### src/rtl/hv_cfg_pkg.sv
// Shared definitions for the HV-side configuration register bank:
// register map, default contents and per-register field layouts.
package hv_cfg_pkg;

  localparam int HV_CFG_REG_NUM = 32;
  localparam int HV_CFG_DW      = 8;

  localparam int CFG1_ADDR         = 0;
  localparam int CFG2_ADDR         = 1;
  localparam int CFG3_ADDR         = 2;
  localparam int CFG4_ADDR         = 3;
  localparam int CFG5_ADDR         = 4;
  localparam int CFG6_ADDR         = 5;
  localparam int CFG7_ADDR         = 6;
  localparam int CFG8_ADDR         = 7;
  localparam int CFG9_ADDR         = 8;
  localparam int CFG10_ADDR        = 9;
  localparam int CFG11_ADDR        = 10;
  localparam int CFG12_ADDR        = 11;
  localparam int TRIM_ADDR         = 12;
  localparam int DVDT_ADDR         = 13;
  localparam int ADC_ADDR          = 14;
  localparam int TEST_ADDR         = 15;
  localparam int CMP_ADJ_VREG_ADDR = 16;

  localparam logic [HV_CFG_REG_NUM*HV_CFG_DW-1:0] HV_CFG_RST_VAL = '0;

  // Field views of individual registers; consumers cast reg_act slices to these.
  typedef struct packed {
    logic [2:0] drv_str;
    logic [1:0] dead_time;
    logic       en_slew;
    logic       en_ocp;
    logic       en_drv;
  } cfg1_t;

  typedef struct packed {
    logic [3:0] vref_trim;
    logic [3:0] osc_trim;
  } trim_t;

  typedef struct packed {
    logic [1:0] rise;
    logic [1:0] fall;
    logic [3:0] blank;
  } dvdt_t;

  typedef struct packed {
    logic [1:0] chan_sel;
    logic [2:0] avg;
    logic       cont;
    logic       en_adc;
    logic       rsvd;
  } adc_t;

endpackage

### src/rtl/hv_cfg_scrub.sv
// Background parity scrubber: walks the active copy one register per cycle
// and latches a sticky error with the address of the first failure.
module hv_cfg_scrub
  import hv_cfg_pkg::*;
#(
  parameter int REG_NUM = HV_CFG_REG_NUM,
  parameter int DW      = HV_CFG_DW,
  parameter int AW      = $clog2(REG_NUM)
) (
  input  logic                  clk,
  input  logic                  rst,
  input  logic [REG_NUM*DW-1:0] act,
  input  logic [REG_NUM-1:0]    par,
  input  logic                  err_clr,
  output logic                  par_err,
  output logic [AW-1:0]         par_err_addr
);

  logic [AW-1:0] cnt;
  logic [DW-1:0] word;
  logic          word_par;
  logic          mismatch;

  always_comb begin
    word     = '0;
    word_par = 1'b0;
    for (int i = 0; i < REG_NUM; i++) begin
      if (cnt == AW'(i)) begin
        word     = act[i*DW +: DW];
        word_par = par[i];
      end
    end
  end

  assign mismatch = (^word) != word_par;

  // A fresh mismatch beats err_clr, and a clear in that cycle lets the new address in.
  always_ff @(posedge clk) begin
    if (rst) begin
      cnt          <= '0;
      par_err      <= 1'b0;
      par_err_addr <= '0;
    end else begin
      cnt <= (cnt == AW'(REG_NUM - 1)) ? '0 : cnt + 1'b1;
      if (mismatch) begin
        par_err <= 1'b1;
        if (!par_err || err_clr) par_err_addr <= cnt;
      end else if (err_clr) begin
        par_err <= 1'b0;
      end
    end
  end

endmodule

### src/rtl/hv_cfg_reg_bank.sv
// Shadow/active configuration register bank with atomic commit,
// registered reads, access-error reporting and parity-scrubbed active copy.
module hv_cfg_reg_bank
  import hv_cfg_pkg::*;
#(
  parameter int                    REG_NUM = HV_CFG_REG_NUM,
  parameter int                    DW      = HV_CFG_DW,
  parameter int                    AW      = $clog2(REG_NUM),
  parameter logic [REG_NUM*DW-1:0] RST_VAL = HV_CFG_RST_VAL
) (
  input  logic                  clk,
  input  logic                  rst,
  input  logic                  wr_req,
  input  logic [AW-1:0]         wr_addr,
  input  logic [DW-1:0]         wr_data,
  input  logic                  wr_lock,
  input  logic                  rd_req,
  input  logic [AW-1:0]         rd_addr,
  input  logic                  rd_sel,
  output logic [DW-1:0]         rd_data,
  output logic                  rd_vld,
  input  logic                  commit,
  output logic                  acc_err,
  output logic [REG_NUM*DW-1:0] reg_act,
  input  logic                  par_inj,
  input  logic                  err_clr,
  output logic                  par_err,
  output logic [AW-1:0]         par_err_addr
);

  localparam logic [AW:0] REG_LIMIT = (AW+1)'(REG_NUM);

  logic [DW-1:0]      shadow [REG_NUM];
  logic [DW-1:0]      active [REG_NUM];
  logic [DW-1:0]      fwd    [REG_NUM];
  logic [REG_NUM-1:0] par;
  logic [REG_NUM-1:0] par_nxt;
  logic               wr_ok;
  logic               rd_ok;
  logic               wr_en;

  assign wr_ok = {1'b0, wr_addr} < REG_LIMIT;
  assign rd_ok = {1'b0, rd_addr} < REG_LIMIT;
  assign wr_en = wr_req && !wr_lock && wr_ok;

  // fwd is the shadow copy including this cycle's write, so commit picks it up.
  always_comb begin
    fwd     = shadow;
    par_nxt = par;
    for (int i = 0; i < REG_NUM; i++) begin
      if (wr_en && wr_addr == AW'(i)) fwd[i] = wr_data;
      if (commit) par_nxt[i] = ^fwd[i];
      if (par_inj && wr_addr == AW'(i)) par_nxt[i] = ~par_nxt[i];
    end
  end

  always_ff @(posedge clk) begin
    if (rst) begin
      for (int i = 0; i < REG_NUM; i++) begin
        shadow[i] <= RST_VAL[i*DW +: DW];
        active[i] <= RST_VAL[i*DW +: DW];
        par[i]    <= ^RST_VAL[i*DW +: DW];
      end
    end else begin
      shadow <= fwd;
      if (commit) active <= fwd;
      par <= par_nxt;
    end
  end

  always_ff @(posedge clk) begin
    if (rst) begin
      rd_data <= '0;
      rd_vld  <= 1'b0;
      acc_err <= 1'b0;
    end else begin
      rd_vld  <= rd_req;
      rd_data <= '0;
      if (rd_req && rd_ok) rd_data <= rd_sel ? active[rd_addr] : shadow[rd_addr];
      acc_err <= (wr_req && (wr_lock || !wr_ok)) || (rd_req && !rd_ok);
    end
  end

  for (genvar g = 0; g < REG_NUM; g++) begin : g_flat
    assign reg_act[g*DW +: DW] = active[g];
  end

  hv_cfg_scrub #(
    .REG_NUM (REG_NUM),
    .DW      (DW),
    .AW      (AW)
  ) u_scrub (
    .clk          (clk),
    .rst          (rst),
    .act          (reg_act),
    .par          (par),
    .err_clr      (err_clr),
    .par_err      (par_err),
    .par_err_addr (par_err_addr)
  );

endmodule

### config.mk
export PLATFORM = sky130hd
export DESIGN_NAME = hv_cfg_reg_bank
export DESIGN_NICKNAME = d
export VERILOG_FILES = /design/src/rtl/hv_cfg_pkg.sv /design/src/rtl/hv_cfg_scrub.sv /design/src/rtl/hv_cfg_reg_bank.sv
export SDC_FILE = /design/constraint.sdc
export NUM_CORES = 1
export LEC_CHECK = 0
export CAP_MARGIN = 20
export CORE_ASPECT_RATIO = 0.7
export CORE_MARGIN = 2
export CORE_UTILIZATION = 55
export DETAILED_ROUTE_END_ITERATION = 10
export PLACE_DENSITY = 0.83
export SKIP_LAST_GASP = 1
export SLEW_MARGIN = 20
export SYNTH_ARGS = -nofsm -noshare
export SYNTH_HDL_FRONTEND = slang
export SYNTH_SLANG_ARGS = --single-unit
### constraint.sdc
create_clock -name clk -period 12.3 [get_ports clk]
set_input_delay 1.23 -clock clk [delete_from_list [all_inputs] [get_ports clk]]
set_output_delay 1.23 -clock clk [all_outputs]
set_load 0.03 [all_outputs]
=== Word level (Yosys, flattened, before mapping) ===
Index checks and enable logic that the tools add are counted.

* Logic and storage cells: 447
* Bits in registers: 565
* Input bits: 27
* Output and inout port bits: 272

* Bitwise gates (word level): 34
* Multiplexer cells: 169
* Magnitude comparators: 1
* Equality and inequality tests: 63
* Add/sub/neg operators: 1
* Reductions and logical operators: 108

{| class="wikitable"
|+ Operators by type and width
! kind !! number
|-
| $mux W8 || 69
|-
| $reduce_xor A8 Y1 || 33
|-
| $eq A5 B5 Y1 const B || 32
|-
| $mux W1 || 98
|-
| $bmux W8 S5 || 2
|-
| $eq A5 B4 Y1 const B || 16
|-
| $logic_and A1 B1 Y1 || 66
|-
| $eq A5 B3 Y1 const B || 8
|-
| $not A1 Y1 || 33
|-
| $eq A5 B2 Y1 const B || 4
|-
| $eq A5 B1 Y1 const B || 2
|-
| $logic_not A5 Y1 || 2
|-
| $ge A6 B6 Y1 const B || 1
|-
| $not A5 Y6 || 1
|-
| $add A5 B1 Y5 const B || 1
|-
| $reduce_or A2 Y1 || 2
|-
| $logic_not A1 Y1 || 2
|-
| $reduce_and A2 Y1 || 1
|-
| $reduce_bool A2 Y1 || 1
|-
| $logic_or A1 B1 Y1 || 1
|-
| $ne A1 B1 Y1 || 1
|}

=== Logic depth before layout (Yosys ltp) ===
Gate-level depths: netlist of run 1.

* Depth after elaboration: 36
* Mapped depth: 20
* Gate-level depth less buffers: 14

=== Cells and area by module ===
A second synthesis of run 1 with hierarchy kept.

* Cells, all modules: 3,314
* Area, all modules: 31,132.4 sq um

{| class="wikitable"
|+ Modules (own cells, without submodules)
! module !! cells an instance !! area an instance (sq um) !! instances
|-
| hv_cfg_reg_bank || 2,571 || 26,347.8 || 1
|-
| hv_cfg_scrub || 743 || 4,784.6 || 1
|}

=== Worst setup path after synthesis of run 1 ===
OpenSTA, ideal clock, no wires.

* Path type: register to register
* Start: register u_scrub.cnt[0]
* End: register u_scrub.par_err_addr[0]
* Library setup time: 0.132 ns
* Arrival: 4.071 ns
* Slack: 8.096 ns
* Required time: 12.168 ns
* Stages on the path, launching flop included: 19
* Path through: dfxtp_1 -> ha_1 -> buf_2 -> buf_2 -> buf_1 -> buf_2 -> and3_1 -> ha_1 -> clkbuf_1 -> clkbuf_1 -> a21oi_1 -> o21ai_0 -> nand3_1 -> a211oi_1 -> nor4b_1 -> a211oi_2 -> xnor3_2 -> o21ai_1 -> a21oi_1

* Longest elaborated chain between the ends: 36

{| class="wikitable"
|+ RTL lines
! element !! RTL line !! RTL
|-
| from (decl) || hv_cfg_scrub.sv:19 || <nowiki>logic [AW-1:0] cnt;</nowiki>
|-
| from (signal assigned) || hv_cfg_scrub.sv:44 || <nowiki>cnt <= (cnt == AW'(REG_NUM - 1)) ? '0 : cnt + 1'b1;</nowiki>
|-
| $logic_not A5 Y1 || hv_cfg_scrub.sv:28 || <nowiki>if (cnt == AW'(i)) begin</nowiki>
|-
| $mux W8 (32 in series) || hv_cfg_scrub.sv:28 ||
|-
| $reduce_xor A8 Y1 || hv_cfg_scrub.sv:35 || <nowiki>assign mismatch = (^word) != word_par;</nowiki>
|-
| $ne A1 B1 Y1 || hv_cfg_scrub.sv:35 ||
|-
| $reduce_and A2 Y1 (no source line) || - ||
|-
| to (signal assigned) || hv_cfg_scrub.sv:47 || <nowiki>if (!par_err || err_clr) par_err_addr <= cnt;</nowiki>
|-
| to (decl) || hv_cfg_scrub.sv:16 || <nowiki>output logic [AW-1:0] par_err_addr</nowiki>
|}

Parallel ways exist; a longest one is shown, timed or not.
A chain may end at the register's enable or synchronous reset.

=== Final worst setup path of run 1 ===
* Start: register u_scrub.cnt[1]
* End: register u_scrub.par_err_addr[4]

* Longest elaborated chain between the ends: 36

{| class="wikitable"
|+ RTL lines
! element !! RTL line
|-
| $logic_not A5 Y1 || hv_cfg_scrub.sv:28
|-
| $mux W8 (32 in series) || hv_cfg_scrub.sv:28
|-
| $reduce_xor A8 Y1 || hv_cfg_scrub.sv:35
|-
| $ne A1 B1 Y1 (*) || hv_cfg_scrub.sv:35
|-
| $reduce_and A2 Y1 (no source line) (*) || -
|}

Every way passes the cells marked *; elsewhere a longest branch is shown, timed or not.

==> results of run 1 <==
## sequential cells by signal, indices dropped and copies added, names as in the netlist
signal	flops
reg_act	256
shadow	256
par	32
rd_data	8
u_scrub.cnt	5
u_scrub.par_err_addr	5
acc_err	1
rd_vld	1
u_scrub.par_err	1
## worst max-delay path, stage by stage (launching register included)
cell and delay [ns]:
dfxtp_1 0.36, inv_1 0.10, ha_2 0.49, buf_4 0.61, nand4bb_1 0.54, nand2_1 0.31
o22ai_1 0.12, nor3_1 0.30, o2111ai_1 0.24, a2111oi_1 0.49, o21ai_1 0.13, xnor2_1 0.31
xnor2_1 0.26, xnor3_2 0.57, o21ai_1 0.17, a21oi_1 0.08
## power by group through the flow
| stage | logic (mW) | clock network (mW) | registers (mW) |
|---|---|---|---|
| global route | 0.739 | 1.81 | 1.98 |
| detailed placement | 0.687 | 0 | 2.02 |
| global placement | 0.682 | 0 | 2.02 |
| finish | 0.718 | 1.75 | 1.99 |
| CTS | 0.692 | 1.74 | 1.98 |
| floorplan | 0.360 | 0 | 2.06 |
## cells in the mapped netlist (all sizes together) (4+ instances only)
master	count
a2111oi	6
nor3	27
inv	26
a211oi	266
and2	10
o211ai	12
nand2b	19
clkbuf	206
nor3b	9
a21oi	95
a221oi	22
a31oi	17
nor2	679
o22a	4
a22oi	8
or3b	6
nor4	5
o2111ai	5
and3	9
dfxtp	565
mux4	168
nand3b	7
and4b	5
xnor2	221
nor2b	11
o221ai	16
o21ai	80
o31ai	6
buf	73
mux2i	288
nand4	10
or2	5
ha	6
nand2	120
nand3	32
o32ai	6
or3	6
xor2	50
nand4b	7
o22ai	26
## per-stage QoR
| step | hold slack, ns | setup WS [ns] | instances |
|---|---|---|---|
| after floorplan | 0.4893 | 8.096 | 3189 |
| after global placement | 0.5025 | 7.416 | 3977 |
| after detailed placement | 0.5025 | 7.209 | 3977 |
| after CTS | 0.5109 | 7.175 | 4073 |
| after global routing | 0.5389 | 6.810 | 4074 |
| final | 0.5172 | 7.015 | 4077 |
## logic make-up (layout without fill, tap and decap cells)
kind of cell               count (synthesis)  count (layout)  synth area share [%]
AOI/OAI and AO/OA                        603             603                 13.91
xor gates and xnor gates                 273             273                 8.032
adders and majority gates                  6               6                0.2490
buffers and inverters                    306             461                 4.138
DFF                                      565             565                 37.52
muxes                                    456             456                 22.12
other                                      0               3                     0
and+or+nand+nor                          980             980                 14.04
## how the worst max path moves through the flow
stage                              end  cells after the start  slack, ns
2_1_floorplan  u_scrub.par_err_addr[0]                     18       8.10
3_3_place_gp                rd_data[1]                      6       7.42
3_5_place_dp   u_scrub.par_err_addr[4]                     14       7.21
4_1_cts        u_scrub.par_err_addr[4]                     14       7.18
5_1_grt        u_scrub.par_err_addr[4]                     14       6.81
6_report       u_scrub.par_err_addr[4]                     15       7.01
## final cells by class
| class | instances | area share [%] |
|---|---|---|
| Clock buffer | 72 | 4.213 |
| Antenna cell | 3 | 0.02140 |
| Multi-Input combinational cell | 2318 | 50.22 |
| Clock inverter | 24 | 0.8918 |
| Inverter | 27 | 0.2889 |
| Tap cell | 730 | 2.604 |
| Timing Repair Buffer | 338 | 9.507 |
| Sequential cell | 565 | 32.26 |
## per-layer routing
layer  part of all wire [%]  track usage (%)  vias to the layer above
li1                       -                -                    11730
met3                     18            21.27                      311
met5                  0.044                0                        -
met4                    3.2            13.13                       10
met1                     40            64.38                    13770
met2                     39            61.89                     2404
==> impl_metrics.csv, run 1 <==
group,metric,value,unit
layout,layout_common_cells,"nor2_1 (673), dfxtp_1 (562), clkdlybuf4s50_1 (293), mux2i_1 (288), a211oi_1 (265)",
worst_setup_path,crit_type,"reg2reg",
pwr,p_sw,1.338,mW
layout,drive_above_1_share,10.14,%
worst_setup_path,r2r_start,"u_scrub.cnt[1]",
grt,grt_pass1_vias,25780,
synth,ys.flop_type,"dfxtp_1",
clock_tree,clk_latency,0.63,ns
pwr,p_per_area,127.0,mW/mm^2
synth,avgSynthCellArea,9.452,sq um
layout,final_common_cell,"nor2_1",
worst_setup_path,cp.required,12.75,ns
worst_setup_path,critPathMaxFanout,58,
floorplanning,die_w,283.8,um
timing,maxSlewViolCount,0,
clock_tree,htree_levels,2,
pwr,power_frac_seq,44.6,%
placed_design,numPortBuffers,298,
grt,antenna_found_initial,8,
clock_tree,ctsResizeCount,0,
drt,avgViaCountPerCell,6.923,
clock_tree,ctsHoldBuffers,0,
worst_hold_path,hp-class,"reg2reg",
drt,ant_nets,0,
drt,drc_errors,0,
synth,synth_edf_count,0,
layout,fin_util,65.05,%
worst_hold_path,worstHoldEndpoint,"u_scrub.par_err_addr[2]",
clock_tree,clkSinkCount,565,
layout,multi_input_comb_area,0.01761,sq mm
floorplanning,initial_core_util,55.90,%
drt,wirelength,133300,um
synth,synth_nets,3222,
layout,seq_area,0.01131,sq mm
floorplanning,io_pins,299,
clock_tree,cts_made_buffers,53,
grt,grt_pass1_wl,188500,um
synth,ys_top_cells_by_area,"dfxtp_1 (38%), mux4_2 (13%), mux2i_1 (9.6%)",
timing,fin_crit_sh,42.97,%
run,drv_cap,0,
worst_setup_path,startpoint_type,"flop",
clock_tree,cts-root-buf,"clkbuf_16",
floorplanning,rows,71,
worst_hold_path,worstHoldPathCells,2,
worst_setup_path,arrival,5.74,ns
synth,syn-cell-area,0.03014,sq mm
drt,drt_first_pass_iters,9,
layout,fill_cells,4321,
synth,synth_top_area_share,37.52,%
worst_setup_path,reg2reg_depth,15,
floorplanning,design.die.area,0.05673,sq mm
clock_tree,cts_buffer_depth,3,
synth,synthArstFlopShare,0,%
timing,setup_violations,0,
timing,max_slew_margin,19.02,%
floorplanning,core,0.05392,sq mm
clock_tree,cts_tree,"yes",
timing,fmax,189.2,MHz
timing,tightestPinTransition,1.215,ns
drt,vias,28220,
pwr,p_clk_share,39.3,%
drt,post_drt_wl_per_cell,32.69,um
synth,synth.yosys.seq_area_share,37.52,%
timing,finClkSkew,0.03180,ns
pwr,peakVddDrop,0.1178,mV
drt,drtIter0Drc,4708,
placed_design,placed_area,0.03324,sq mm
clock_tree,cts_setup_buffers,0,
floorplanning,die_h,199.9,um
grt,grt_max_degree,224,
worst_hold_path,hold_start,"u_scrub.par_err_addr[2]",
pwr,internal_power,3.116,mW
worst_setup_path,rr_endpoint,"u_scrub.par_err_addr[4]",
pwr,p_sw_share,30.04,%
timing,rsz0062_at_grt,"no",
worst_setup_path,endpoint_kind,"flop",
synth,yosysWarnings,0,
grt,grt_use_total,45.68,%
pwr,total_power,4.454,mW
timing,fin_crit,5.285,ns
run_status,status,"complete, no violations",
timing,final_hold_viol_count,0,
placed_design,dp_hpwl,96610,um
grt,overflow,0,
worst_setup_path,reg2reg_slack,7.01,ns
layout,final_nets,3336,
synth,synth_top_area_cell,"dfxtp_1",
worst_setup_path,worstSetupStartpoint,"u_scrub.cnt[1]",
pwr,leakage,12.84,nW
layout,syn2layout_area_growth,16.36,%
layout,final_cell_area,0.03507,sq mm
clock_tree,clk_pin_slew_worst_paths,0.07,ns
pwr,power_frac_comb,16.1,%
synth,synth.ff_latch_count,565,
synth,ys_types,92,
timing,fin_tns_setup,0,ns
placed_design,gp_congestion,1.063,
synth,synthCells,3189,
Note: power is estimated with default switching activity, not from simulation.
==> run 2: changes to the inputs <==
CORE_UTILIZATION = 52   (was 55)
clock period = 4.66 ns   (was 12.3 ns; I/O delays follow)
==> impl_metrics.csv, run 2 (same netlist as run 1, synthesis figures left out) <==
group,metric,value,unit
layout,final_common_cell,"nor2_1",
pwr,p_per_area,332.5,mW/mm^2
floorplanning,initial_core_util,52.89,%
layout,fin_util,63.05,%
floorplanning,die_w,291.8,um
worst_setup_path,arrival,5.05,ns
clock_tree,ctsResizeCount,0,
drt,avgViaCountPerCell,6.788,
worst_setup_path,reg2reg_depth,14,
clock_tree,cts-root-buf,"clkbuf_16",
clock_tree,ctsHoldBuffers,0,
worst_setup_path,cpPeakStageDelay,0.55,ns
timing,setup_violations,0,
worst_setup_path,reg2reg_slack,0.07,ns
layout,fill_cells,4673,
timing,fin_crit_sh,98.41,%
clock_tree,clk_latency,0.64,ns
timing,finClkSkew,0.03102,ns
worst_setup_path,crit_top_cell,"xnor2_1",
worst_hold_path,worstHoldEndpoint,"shadow[184]",
placed_design,gp_congestion,1.057,
layout,final_nets,3416,
grt,grt_max_degree,148,
clock_tree,cts_tree,"yes",
clock_tree,clk_pin_slew_worst_paths,0.07,ns
timing,fin_tns_setup,0,ns
timing,final_hold_viol_count,0,
floorplanning,die_h,205.4,um
clock_tree,htree_levels,2,
grt,grt_use_total,41.70,%
placed_design,dp_hpwl,94760,um
placed_design,numPortBuffers,298,
timing,hold_ws,0.3315,ns
layout,syn2layout_area_growth,19.21,%
worst_hold_path,hp-class,"in2reg",
floorplanning,core,0.05699,sq mm
worst_hold_path,hold_start,"rst",
clock_tree,cts_buffer_depth,3,
grt,grt_pass1_vias,26210,
grt,grt_pass1_wl,183800,um
layout,drive_above_1_share,12.52,%
grt,antenna_found_initial,16,
drt,post_drt_wl_per_cell,30.57,um
clock_tree,cts_setup_buffers,0,
worst_setup_path,critPathMaxFanout,17,
worst_setup_path,slowest_stage,"xnor3_2",
pwr,peakVddDrop,0.3286,mV
worst_setup_path,crit_type,"reg2reg",
run_status,status,"complete, no violations",
drt,drt_first_pass_iters,6,
worst_setup_path,rr_endpoint,"u_scrub.par_err_addr[2]",
placed_design,placed_area,0.03399,sq mm
run,drv_cap,0,
timing,tightestPinTransition,1.086,ns
timing,rsz0062_at_grt,"no",
timing,fmax,218.1,MHz
worst_hold_path,worstHoldPathCells,2,
drt,ant_nets,0,
floorplanning,rows,73,
timing,fin_crit,4.586,ns
worst_setup_path,endpoint_kind,"flop",
drt,drc_errors,0,
worst_setup_path,cp.required,5.13,ns
drt,wirelength,127800,um
worst_setup_path,r2r_start,"u_scrub.cnt[0]",
grt,overflow,0,
pwr,leakage,13.33,nW
drt,drtIter0Drc,4881,
worst_setup_path,crit_chain,"inv_1 > ha_2 > buf_12 > mux2i_1 > nor2_1 > a221o_1 > nor4_2 > o311ai_1 > a31oi_1 > xnor2_1 > xnor2_1 > xnor3_2 > o21ai_1 > a21oi_1",
layout,final_cell_area,0.03594,sq mm
clock_tree,cts_made_buffers,54,
floorplanning,design.die.area,0.05994,sq mm
timing,max_slew_margin,27.63,%
drt,vias,28380,
timing,maxSlewViolCount,0,
layout,layout_common_cells,"nor2_1 (677), dfxtp_1 (562), clkdlybuf4s50_1 (291), mux2i_1 (288), a211oi_1 (265)",
worst_setup_path,startpoint_type,"flop",
clock_tree,clkSinkCount,565,
floorplanning,io_pins,299,
[run 2: cell types whose count changed in the layout (fill, tap and decap cells not counted), sizes merged]
cell           before  now
buf                44  125
diode               3    5
bufinv              6    5
clkdlybuf4s50     293  291
clkinv             11   15
clkbuf             73   75
inv                30   28
[run 2: critical path, delay by kind of cell (launching register included)]
kind | cells | cell delay (ns)
AOI/OAI and AO/OA | 5 | 1.21
xor gates and xnor gates | 3 | 0.96
adders and majority gates | 1 | 0.33
buffers and inverters | 2 | 0.32
DFF | 1 | 0.47
muxes | 1 | 0.46
and+or+nand+nor | 2 | 0.66
[run 2: metal layers]
| metal | vias up | track usage (%) | part of all wire [%] |
|---|---|---|---|
| met3 | 340 | 18.59 | 17 |
| met2 | 2295 | 56.51 | 39 |
| met5 | - | 0 | 0.099 |
| met1 | 13830 | 59.28 | 40 |
| met4 | 20 | 11.76 | 3.0 |
| li1 | 11890 | - | - |
[run 2: layout make-up]
cell class,count,area [sq um],area share (%)
clock buffer,74,1620,4.509
timing repair buffer,417,4023,11.19
inverter,27,101.3,0.2820
sequential,565,11310,31.49
tap,750,938.4,2.611
clock inverter,25,275.3,0.7660
antenna,5,12.51,0.03482
multi-input combinational,2318,17650,49.12
[run 2: power by group]
part | switching [mW] | total (mW) | internal (mW)
combinational | 1.22 | 1.95 | 0.734
clock | 2.03 | 4.74 | 2.71
sequential | 0.283 | 5.25 | 4.97
[run 2: worst max-delay path by stage]
stage | startpoint | end | slack [ns] | depth (start not counted)
2_1_floorplan | u_scrub.cnt[0] | u_scrub.par_err_addr[0] | 0.46 | 18
3_3_place_gp | u_scrub.cnt[0] | u_scrub.par_err_addr[4] | 0.30 | 15
3_5_place_dp | u_scrub.cnt[0] | u_scrub.par_err_addr[2] | 0.21 | 15
4_1_cts | u_scrub.cnt[0] | u_scrub.par_err_addr[2] | 0.15 | 15
5_1_grt | u_scrub.cnt[0] | u_scrub.par_err_addr[3] | 0.03 | 16
6_report | u_scrub.cnt[0] | u_scrub.par_err_addr[2] | 0.07 | 14
[run 2: metrics by stage]
stage | instances | setup slack [ns] | power [mW]
finish | 4181 | 0.07413 | 11.95
detailed placement | 4077 | 0.2105 | 7.197
global route | 4176 | 0.03379 | 12.19
global placement | 4077 | 0.2964 | 7.173
CTS | 4176 | 0.1487 | 11.84
floorplan | 3189 | 0.4562 | 6.377
